--- config.mk ---
export PLATFORM = sky130hd
export DESIGN_NAME = value_loader
export DESIGN_NICKNAME = d
export VERILOG_FILES = /design/src/rtl/loader_pkg.sv /design/src/rtl/button_debouncer.sv /design/src/rtl/value_loader.sv
export SDC_FILE = /design/constraint.sdc
export NUM_CORES = 1
export LEC_CHECK = 0
export CORE_MARGIN = 5
export CORE_UTILIZATION = 54
export DETAILED_ROUTE_END_ITERATION = 7
export PLACE_DENSITY = 0.8
export SYNTH_ARGS = -nofsm -noshare
export SYNTH_HDL_FRONTEND = slang
export SYNTH_HIERARCHICAL = 1
export SYNTH_SLANG_ARGS = --single-unit
--- constraint.sdc ---
create_clock -name clk -period 2 [get_ports clk]
set_input_delay 0.2 -clock clk [delete_from_list [all_inputs] [get_ports clk]]
set_output_delay 0.2 -clock clk [all_outputs]
set_load 0.02 [all_outputs]
--- src/rtl/loader_pkg.sv ---
// Shared definitions for the value loader and the downstream sorter datapath,
// so both sides agree on the FSM encoding and the packed entries layout.
package loader_pkg;

    typedef enum logic {
        LOAD = 1'b0,
        FULL = 1'b1
    } load_state_e;

    localparam int DEFAULT_DATA_W          = 4;
    localparam int DEFAULT_DEPTH           = 4;
    localparam int DEFAULT_DEBOUNCE_CYCLES = 1000000;

    // A one-entry buffer still needs a one-bit write index.
    function automatic int index_width(input int depth);
        return (depth > 1) ? $clog2(depth) : 1;
    endfunction

endpackage

--- src/rtl/button_debouncer.sv ---
// Synchronizes and debounces a raw active-low pushbutton, emitting a single
// one-cycle press pulse for each accepted release-to-press transition.
module button_debouncer #(
    parameter int DEBOUNCE_CYCLES = 1000000
) (
    input  logic clk,
    input  logic rst,
    input  logic btn_n,
    output logic press
);

    localparam int CNT_W = (DEBOUNCE_CYCLES > 1) ? $clog2(DEBOUNCE_CYCLES) : 1;
    localparam logic [CNT_W-1:0] CNT_LAST = CNT_W'(DEBOUNCE_CYCLES - 1);

    logic             sync_0;
    logic             btn_s;
    logic             stable_lvl;
    logic             prev_lvl;
    logic [CNT_W-1:0] counter;
    logic [1:0]       warm;
    logic             armed;

    // A button held through reset must not count as a press: pulses are only
    // armed once the synchronized button has been seen released after reset.
    always_ff @(posedge clk) begin
        if (rst) begin
            sync_0     <= 1'b1;
            btn_s      <= 1'b1;
            stable_lvl <= 1'b1;
            prev_lvl   <= 1'b1;
            counter    <= '0;
            warm       <= 2'b00;
            armed      <= 1'b0;
            press      <= 1'b0;
        end else begin
            sync_0   <= btn_n;
            btn_s    <= sync_0;
            warm     <= {warm[0], 1'b1};
            prev_lvl <= stable_lvl;

            if (btn_s == stable_lvl) begin
                counter <= '0;
            end else if (counter == CNT_LAST) begin
                stable_lvl <= btn_s;
                counter    <= '0;
            end else begin
                counter <= counter + CNT_W'(1);
            end

            if (warm[1] && btn_s) begin
                armed <= 1'b1;
            end

            press <= armed && prev_lvl && !stable_lvl;
        end
    end

endmodule

--- src/rtl/value_loader.sv ---
// Captures one switch value per debounced press into a DEPTH-entry buffer and
// hands the complete set to the sorter over a valid/ready handshake.
module value_loader
    import loader_pkg::*;
#(
    parameter int DATA_W          = DEFAULT_DATA_W,
    parameter int DEPTH           = DEFAULT_DEPTH,
    parameter int DEBOUNCE_CYCLES = DEFAULT_DEBOUNCE_CYCLES
) (
    input  logic                       clk,
    input  logic                       rst,
    input  logic [DATA_W-1:0]          data_in,
    input  logic                       btn_n,
    output logic [DEPTH*DATA_W-1:0]    entries,
    output logic [$clog2(DEPTH+1)-1:0] count,
    output logic                       out_valid,
    input  logic                       out_ready
);

    localparam int CNT_W = $clog2(DEPTH + 1);
    localparam int IDX_W = index_width(DEPTH);
    localparam logic [CNT_W-1:0] LAST_IDX = CNT_W'(DEPTH - 1);

    load_state_e       state_q;
    load_state_e       state_d;
    logic              press;
    logic              load_en;
    logic              clear_en;
    logic [CNT_W-1:0]  count_q;
    logic [IDX_W-1:0]  wr_idx;
    logic [DATA_W-1:0] entry_q [DEPTH];

    button_debouncer #(
        .DEBOUNCE_CYCLES(DEBOUNCE_CYCLES)
    ) u_debouncer (
        .clk  (clk),
        .rst  (rst),
        .btn_n(btn_n),
        .press(press)
    );

    always_ff @(posedge clk) begin
        if (rst) begin
            state_q <= LOAD;
        end else begin
            state_q <= state_d;
        end
    end

    // Presses are only honoured in LOAD; out_ready only matters in FULL.
    always_comb begin
        state_d   = state_q;
        load_en   = 1'b0;
        clear_en  = 1'b0;
        out_valid = 1'b0;
        case (state_q)
            LOAD: begin
                if (press) begin
                    load_en = 1'b1;
                    if (count_q == LAST_IDX) begin
                        state_d = FULL;
                    end
                end
            end
            FULL: begin
                out_valid = 1'b1;
                if (out_ready) begin
                    clear_en = 1'b1;
                    state_d  = LOAD;
                end
            end
            default: begin
                state_d = LOAD;
            end
        endcase
    end

    assign wr_idx = count_q[IDX_W-1:0];

    always_ff @(posedge clk) begin
        if (rst || clear_en) begin
            count_q <= '0;
            for (int i = 0; i < DEPTH; i++) begin
                entry_q[i] <= '0;
            end
        end else if (load_en) begin
            count_q <= count_q + CNT_W'(1);
            for (int i = 0; i < DEPTH; i++) begin
                if (wr_idx == IDX_W'(i)) begin
                    entry_q[i] <= data_in;
                end
            end
        end
    end

    for (genvar g = 0; g < DEPTH; g++) begin : g_pack
        assign entries[g*DATA_W +: DATA_W] = entry_q[g];
    end

    assign count = count_q;

endmodule

==> summary.md, run 1 <==
| Metric | Value |
|---|---|
| PwrDens | `between 600 and 700 nW/um^2` |
| Worst-Skew Late Latency | `around 0.29 ns` |
| Setup TNS Final | `0 ns` |
| RSZ-0062 raised after global routing | `false` |
| Crit share post-route | `0.8772` |
| First-pass GRT wire length | `6.244 mm` |
| Seq cells post-synth | `48` |
| Vias in the first global route | `roughly 1400` |
| Post-cts gate resize count | `0` |
| Number of synthesized flops with an enable pin | `16` |
| Layout cell share with drive strength beyond 1 | `0.08658` |
| CTS tree | `done` |
| Syn nets | `around 210` |
| CP peak stage delay | `roughly 0.48 ns` |
| Count of cell types in the netlist | `37` |
| Gate Count Post-Synth | `between 150 and 200` |
| Synth Flop Type | `dfxtp_1` |
| First-pass detailed-route iteration total | `4` |
| DIE WIDTH | `between 70 and 80 um` |
| Vias per std cell | `between 5 and 6` |
| Synth warn | `6` |
| WL final | `approximately 3.7 mm` |
| Port Buffers | `27` |
| Post-synth top cells | `dfxtp_1, nor2_1, and2_1, edfxtp_1` |
| Crit path max-delay family | `simple AND/OR/NAND/NOR gates` |
| Post-Place Cells | `271` |
| CP arrival | `1.98 ns` |
| Measured slew at the worst slew-check pin | `around 0.67 ns` |
| Number of diodes | `0` |
| Final setup viols | `0` |
| Hold buffers post-CTS | `0` |
| Fin util | `0.6778` |
| DRT iter0 DRCs | `around 140` |
| Leading area contributor after synthesis | `dfxtp_1` |
| Netlist Area Pre-Place | `roughly 2100 um^2` |
| Via count | `around 1500` |
| IO Pins | `28` |
| Crit-path slowest cell | `or4_1` |
| WP buf/inv | `0` |
| Worst-path clk slew | `0.08 ns` |
| Power Total | `about 1.6 mW` |
| Critical path class | `register to register` |
| Clock Tree Buf Depth | `2` |
| Drt drc | `0` |
| TritonCTS buffer count | `5` |
| # rows | `22` |
| Half-perimeter wire length after placement | `2.710 mm` |
| Critical Path RT | `2.23 ns` |
| Clock Sinks | `48` |
| Pin count of the biggest net entering global routing | `19` |
| Area delta synth->final | `19.32%` |
| H-tree levels | `2` |
| Top cell type's share of synthesized area | `0.3035` |
| Placed Area | `roughly 2400 um^2` |
| CP Cell Sequence | `nand4_1 > or3_1 > or4_1 > a21oi_1` |
| Die Span Y | `72.52 um` |
| Period minus WS final | `1.754 ns` |
| Max-Cap Viols | `0` |
| Crit path max fanout | `7` |
| Fmax | `570.0 MHz` |
| Layout Nets | `approximately 240` |
| Setup crit end kind | `register` |
| Design Area, Final | `~2500 um^2` |
| Final Slew Violations | `0` |
| Top cells by area, synth | `dfxtp_1, edfxtp_1, and2_1` |
| Finished Layout Cells | `279` |
| Hold Violations, Final | `0` |
| Startpoint types | `register` |
| Initial antenna violation count | `0` |
| Most instantiated library cell after synthesis | `dfxtp_1` |
| Routed WL per cell | `approximately 13 um` |
| Gr ovfl total | `0` |
| # Post-CTS Setup Buffers | `0` |
| Die Area | `~5300 um^2` |
| GRT Util Overall | `0.1507` |
| Synth async-reset ratio | `0` |
| Routed Antenna Nets | `0` |
| Register area share after synthesis | `0.5311` |
| VDD IR max | `around 0.6 mV` |
| Worst Hold Class | `register to register` |
| Routability cong. | `between 0.7 and 0.8` |
| Rel. slew slack | `0.5509` |
| Clock root buffer | `clkbuf_8` |
| Post-synthesis average cell area | `roughly 11 um^2` |
| Core Footprint | `~3700 um^2` |
| Leakage dissipation | `a little over 0.8 nW` |
| Setup Skew | `between 0.003 and 0.004 ns` |
| Outcome | `complete, no violations` |
| Initial Utilization | `0.5680` |
==> cell type report <==
class,instances,area [um^2]
multi-input combinational,136,918.4
clock inverter,1,3.754
fill,291,1197
timing repair buffer,30,305.3
tap,48,60.06
inverter,9,33.78
clock buffer,7,76.32
sequential,48,1121
==> state kept, by name, indices dropped and copies added (netlist names) <==
name                    flops
count                       3
entry_q                    16
state_q                     1
u_debouncer/armed           1
u_debouncer/btn_s           1
u_debouncer/counter        20
u_debouncer/press           1
u_debouncer/prev_lvl        1
u_debouncer/stable_lvl      1
u_debouncer/sync_0          1
u_debouncer/warm            2
==> layer usage <==
| metal | global-route usage | share of wire |
|---|---|---|
| met1 | 0.1861 | 0.45 |
| met2 | 0.2455 | 0.46 |
| met3 | 0.05125 | 0.067 |
| met4 | 0.05123 | 0.014 |
| met5 | 0 | 0 |
==> worst register-to-register path: stages, from the launching register on <==
cell and delay (ns):
dfxtp_1 0.44, nand4_1 0.19, or3_1 0.44, or4_1 0.48
a21oi_1 0.14
==> where the power goes <==
group	internal [mW]	switching, mW	total [mW]	leakage [nW]
registers	1.02	0.00575	1.03	0.424
clock network	0.244	0.289	0.533	0.0399
logic	0.0406	0.0431	0.0837	0.365
total	1.31	0.338	1.64	0.830
==> through the flow <==
step | hold WS (ns) | worst slack [ns]
floorplan | 0.2716 | 0.2660
detailed placement | 0.3993 | 0.2648
CTS | 0.4218 | 0.2332
finish | 0.4180 | 0.2456
global placement | 0.3910 | 0.3026
global route | 0.4531 | 0.1245
==> cell families after synthesis <==
group,count (synthesis),share of synthesized area
and+or+nand+nor,93,0.2644
DFF,48,0.5311
AOI/OAI and AO/OA,21,0.06698
xor gates and xnor gates,14,0.05809
buffers and inverters,14,0.03378
adders and majority gates,6,0.03557
muxes,2,0.01008
==> cell usage in the layout, fill, tap and decap left out, types with 2 or more instances in the layout <==
cell / instances
buf_4: 2
and4_1: 2
xor2_1: 7
nor3_1: 3
clkbuf_8: 5
or4_1: 2
xnor2_1: 7
ha_1: 6
nor4_1: 2
clkdlybuf4s50_1: 27
a31o_2: 2
or2_2: 2
a21oi_1: 8
o21ai_0: 5
edfxtp_1: 16
nand2_1: 9
nand4_1: 9
or4b_1: 2
clkbuf_1: 2
nor4b_1: 2
and3_1: 3
dfxtp_1: 32
and2_1: 17
nand3_1: 8
or3_1: 2
and4bb_2: 4
o31ai_1: 5
nor2_1: 20
inv_1: 9
==> worst paths after layout <==
kind	slack [ns]	cells past startpoint	end	start
max	0.25	4	u_debouncer/counter[17]	u_debouncer/counter[7]
max reg2reg	0.25	4	u_debouncer/counter[17]	u_debouncer/counter[7]
min	0.42	1	u_debouncer/btn_s	u_debouncer/sync_0
min reg2reg	0.42	1	u_debouncer/btn_s	u_debouncer/sync_0
No activity file was read; power rests on OpenSTA's default activity.
==> run 2: changes to the inputs <==
- GPL_TIMING_DRIVEN: default -> 0
==> run 2 against run 1 <==
  * Total power grew 9.1%
  * Final area grew 2.2%
  * Critical path depth grew 2
  * Critical endpoint is now u_debouncer/counter[7]
  * Via count grew 1.2%
  * Die area is the same
  * Routed wire length grew 9.1%
  * First-iteration DRC count shrank 4.2%
  * Fmax shrank 6.6%
  * Sequential power is essentially flat
  * Non-clock buffer count grew 4
==> summary.md, run 2 (synthesis results as in run 1) <==
| Metric | Value |
|---|---|
| Routed Antenna Nets | `0 (unchanged)` |
| Crit-path slowest cell | `or4b_4 (was or4_1)` |
| Biggest register | `u_debouncer/counter (unchanged)` |
| First-pass detailed-route iteration total | `4 (unchanged)` |
| Number of diodes | `0 (unchanged)` |
| Clock Tree Buf Depth | `2 (unchanged)` |
| Leakage dissipation | `0.8641 nW (was 0.8297 nW)` |
| Routability cong. | `0.8154 (was 0.7994)` |
| Area delta synth->final | `21.99% (was 19.32%)` |
| Routed WL per cell | `14.17 um (was 13.18 um)` |
| Outcome | `complete, no violations (unchanged)` |
| Period minus WS final | `1.879 ns (was 1.754 ns)` |
| Vias in the first global route | `1441 (was 1446)` |
| Pin count of the biggest net entering global routing | `15 (was 19)` |
| CP arrival | `2.07 ns (was 1.98 ns)` |
| Worst Hold Class | `register to register (unchanged)` |
| Clock power frac | `0.379 (was 0.324)` |
| Post-cts gate resize count | `0 (unchanged)` |
| Core Footprint | `3716 um^2 (unchanged)` |
| Crit path max-delay family | `simple AND/OR/NAND/NOR gates (unchanged)` |
| Layout cell share with drive strength beyond 1 | `0.1064 (was 0.08658)` |
| DRT iter0 DRCs | `137 (was 143)` |
| WP buf/inv | `2 (was 0)` |
| Worst-path clk slew | `0.08 ns (about the same)` |
| Die Span Y | `72.52 um (unchanged)` |
| Setup Skew | `0.007357 ns (was 0.003909 ns)` |
| Die Area | `5259 um^2 (unchanged)` |
| IO Pins | `28 (unchanged)` |
| Critical Path RT | `2.19 ns (was 2.23 ns)` |
| Filler instances | `291 (unchanged)` |
| Placed Area | `2441 um^2 (was 2439 um^2)` |
| Most common cell after layout, fill and taps aside | `dfxtp_1 (unchanged)` |
| WL final | `4.010 mm (was 3.676 mm)` |
| Drt drc | `0 (unchanged)` |
| Seq pwr share | `0.573 (was 0.625)` |
| Pint | `1.438 mW (was 1.305 mW)` |
| CP peak stage delay | `0.57 ns (was 0.48 ns)` |
| Worst-Skew Late Latency | `0.30 ns (was 0.29 ns)` |
| GRT Util Overall | `0.1627 (was 0.1507)` |
| Initial antenna violation count | `0 (unchanged)` |
| Clock root buffer | `clkbuf_8 (unchanged)` |
| First-pass GRT wire length | `6.603 mm (was 6.244 mm)` |
| Port Buffers | `27 (unchanged)` |
| RSZ-0062 raised after global routing | `false (unchanged)` |
| Power Total | `1.793 mW (was 1.643 mW)` |
| Rel. slew slack | `0.5735 (was 0.5509)` |
| Half-perimeter wire length after placement | `2.789 mm (was 2.710 mm)` |
| TritonCTS buffer count | `5 (unchanged)` |
| Via count | `1548 (was 1530)` |
| Sw Ratio | `0.1979 (was 0.2056)` |
| VDD IR max | `0.6211 mV (was 0.5939 mV)` |
| Net Sw Power | `0.3548 mW (was 0.3379 mW)` |
| # Post-CTS Setup Buffers | `0 (unchanged)` |
| Hold Violations, Final | `0 (unchanged)` |
| # rows | `22 (unchanged)` |
| Final setup viols | `0 (unchanged)` |
| DIE WIDTH | `72.52 um (unchanged)` |
| Design Area, Final | `2575 um^2 (was 2519 um^2)` |
| Largest register FFs | `20 (unchanged)` |
| PwrDens | `696.1 nW/um^2 (was 652.3 nW/um^2)` |
| Max-Cap Viols | `0 (unchanged)` |
| Crit share post-route | `0.9394 (was 0.8772)` |
| CTS tree | `done (unchanged)` |
| Fmax | `532.3 MHz (was 570.0 MHz)` |
| Setup crit end kind | `register (unchanged)` |
| Startpoint types | `register (unchanged)` |
| Critical path class | `register to register (unchanged)` |
| Clock Sinks | `48 (unchanged)` |
| Vias per std cell | `5.470 (was 5.484)` |
| Crit path max fanout | `10 (was 7)` |
| Setup TNS Final | `0 ns (unchanged)` |
| H-tree levels | `2 (unchanged)` |
| Comb pwr share | `0.048 (was 0.051)` |
| Final Slew Violations | `0 (unchanged)` |
| Measured slew at the worst slew-check pin | `0.6339 ns (was 0.6666 ns)` |
| Hold buffers post-CTS | `0 (unchanged)` |
| Initial Utilization | `0.5680 (unchanged)` |
| CP Cell Sequence | `nand3_2 > or4b_4 > o31ai_4 > buf_12 > buf_6 > nor2_1 (was nand4_1 > or3_1 > or4_1 > a21oi_1)` |
| Gr ovfl total | `0 (unchanged)` |
| Layout Nets | `248 (was 244)` |
| Fin util | `0.6929 (was 0.6778)` |
| Most frequent cells in the layout | `dfxtp_1, clkdlybuf4s50_1, nor2_1 (unchanged)` |
## run 2: cell count changes in the layout (fill, tap and decap cells not counted), sizes merged
| cell | before | now |
|---|---|---|
| buf | 3 | 6 |
| bufinv | 0 | 1 |
| clkbuf | 7 | 8 |
| clkinv | 1 | 0 |
## run 2: final timing paths
kind                           startpoint                     end  slack [ns]  depth (start not counted)
setup / recovery  u_debouncer/counter[17]  u_debouncer/counter[7]        0.12                          6
hold / removal         u_debouncer/sync_0       u_debouncer/btn_s        0.42                          1
setup reg to reg  u_debouncer/counter[17]  u_debouncer/counter[7]        0.12                          6
hold reg to reg        u_debouncer/sync_0       u_debouncer/btn_s        0.42                          1
## run 2: cell type report
cell class              instances  area (um^2)  share of cell area
multi-input cells             136        918.4              0.3567
well taps                      48        60.06             0.02332
inverters                       9        33.78             0.01312
flip-flops and latches         48         1121              0.4354
repair buffers                 29        297.8              0.1156
plain buffers                   5        37.54             0.01458
clock inverters                 1        30.03             0.01166
clock buffers                   7        76.32             0.02964
## run 2: power groups by stage
stage                     Combinational (mW)  Sequential (mW)  Clock (mW)
after floorplan                       0.0213             1.06           0
after global placement                0.0827             1.05           0
after detailed placement              0.0836             1.05           0
after CTS                             0.0840             1.03       0.692
after global routing                  0.0916             1.03       0.747
final                                 0.0863             1.03       0.680
## run 2: stage by stage
stage / cells / setup WS [ns] / hold slack (ns)
after CTS: 281 / 0.002801 / 0.4268
after global routing: 283 / 0.01071 / 0.4454
final: 283 / 0.1212 / 0.4235
after detailed placement: 273 / 0.02209 / 0.4051
after global placement: 273 / 0.04786 / 0.3916
after floorplan: 198 / 0.2660 / 0.2716
## run 2: layer usage
layer	GRT usage	part of all wire	vias up
met3	0.04986	0.070	8
met5	0	0	-
li1	-	-	776
met1	0.2030	0.42	709
met4	0.07992	0.021	0
met2	0.2545	0.49	55
## run 2: worst register-to-register path: stages, from the launching register on
cell	delay, ns
dfxtp_1	0.44
nand3_2	0.13
or4b_4	0.57
o31ai_4	0.29
buf_12	0.16
buf_6	0.13
nor2_1	0.05
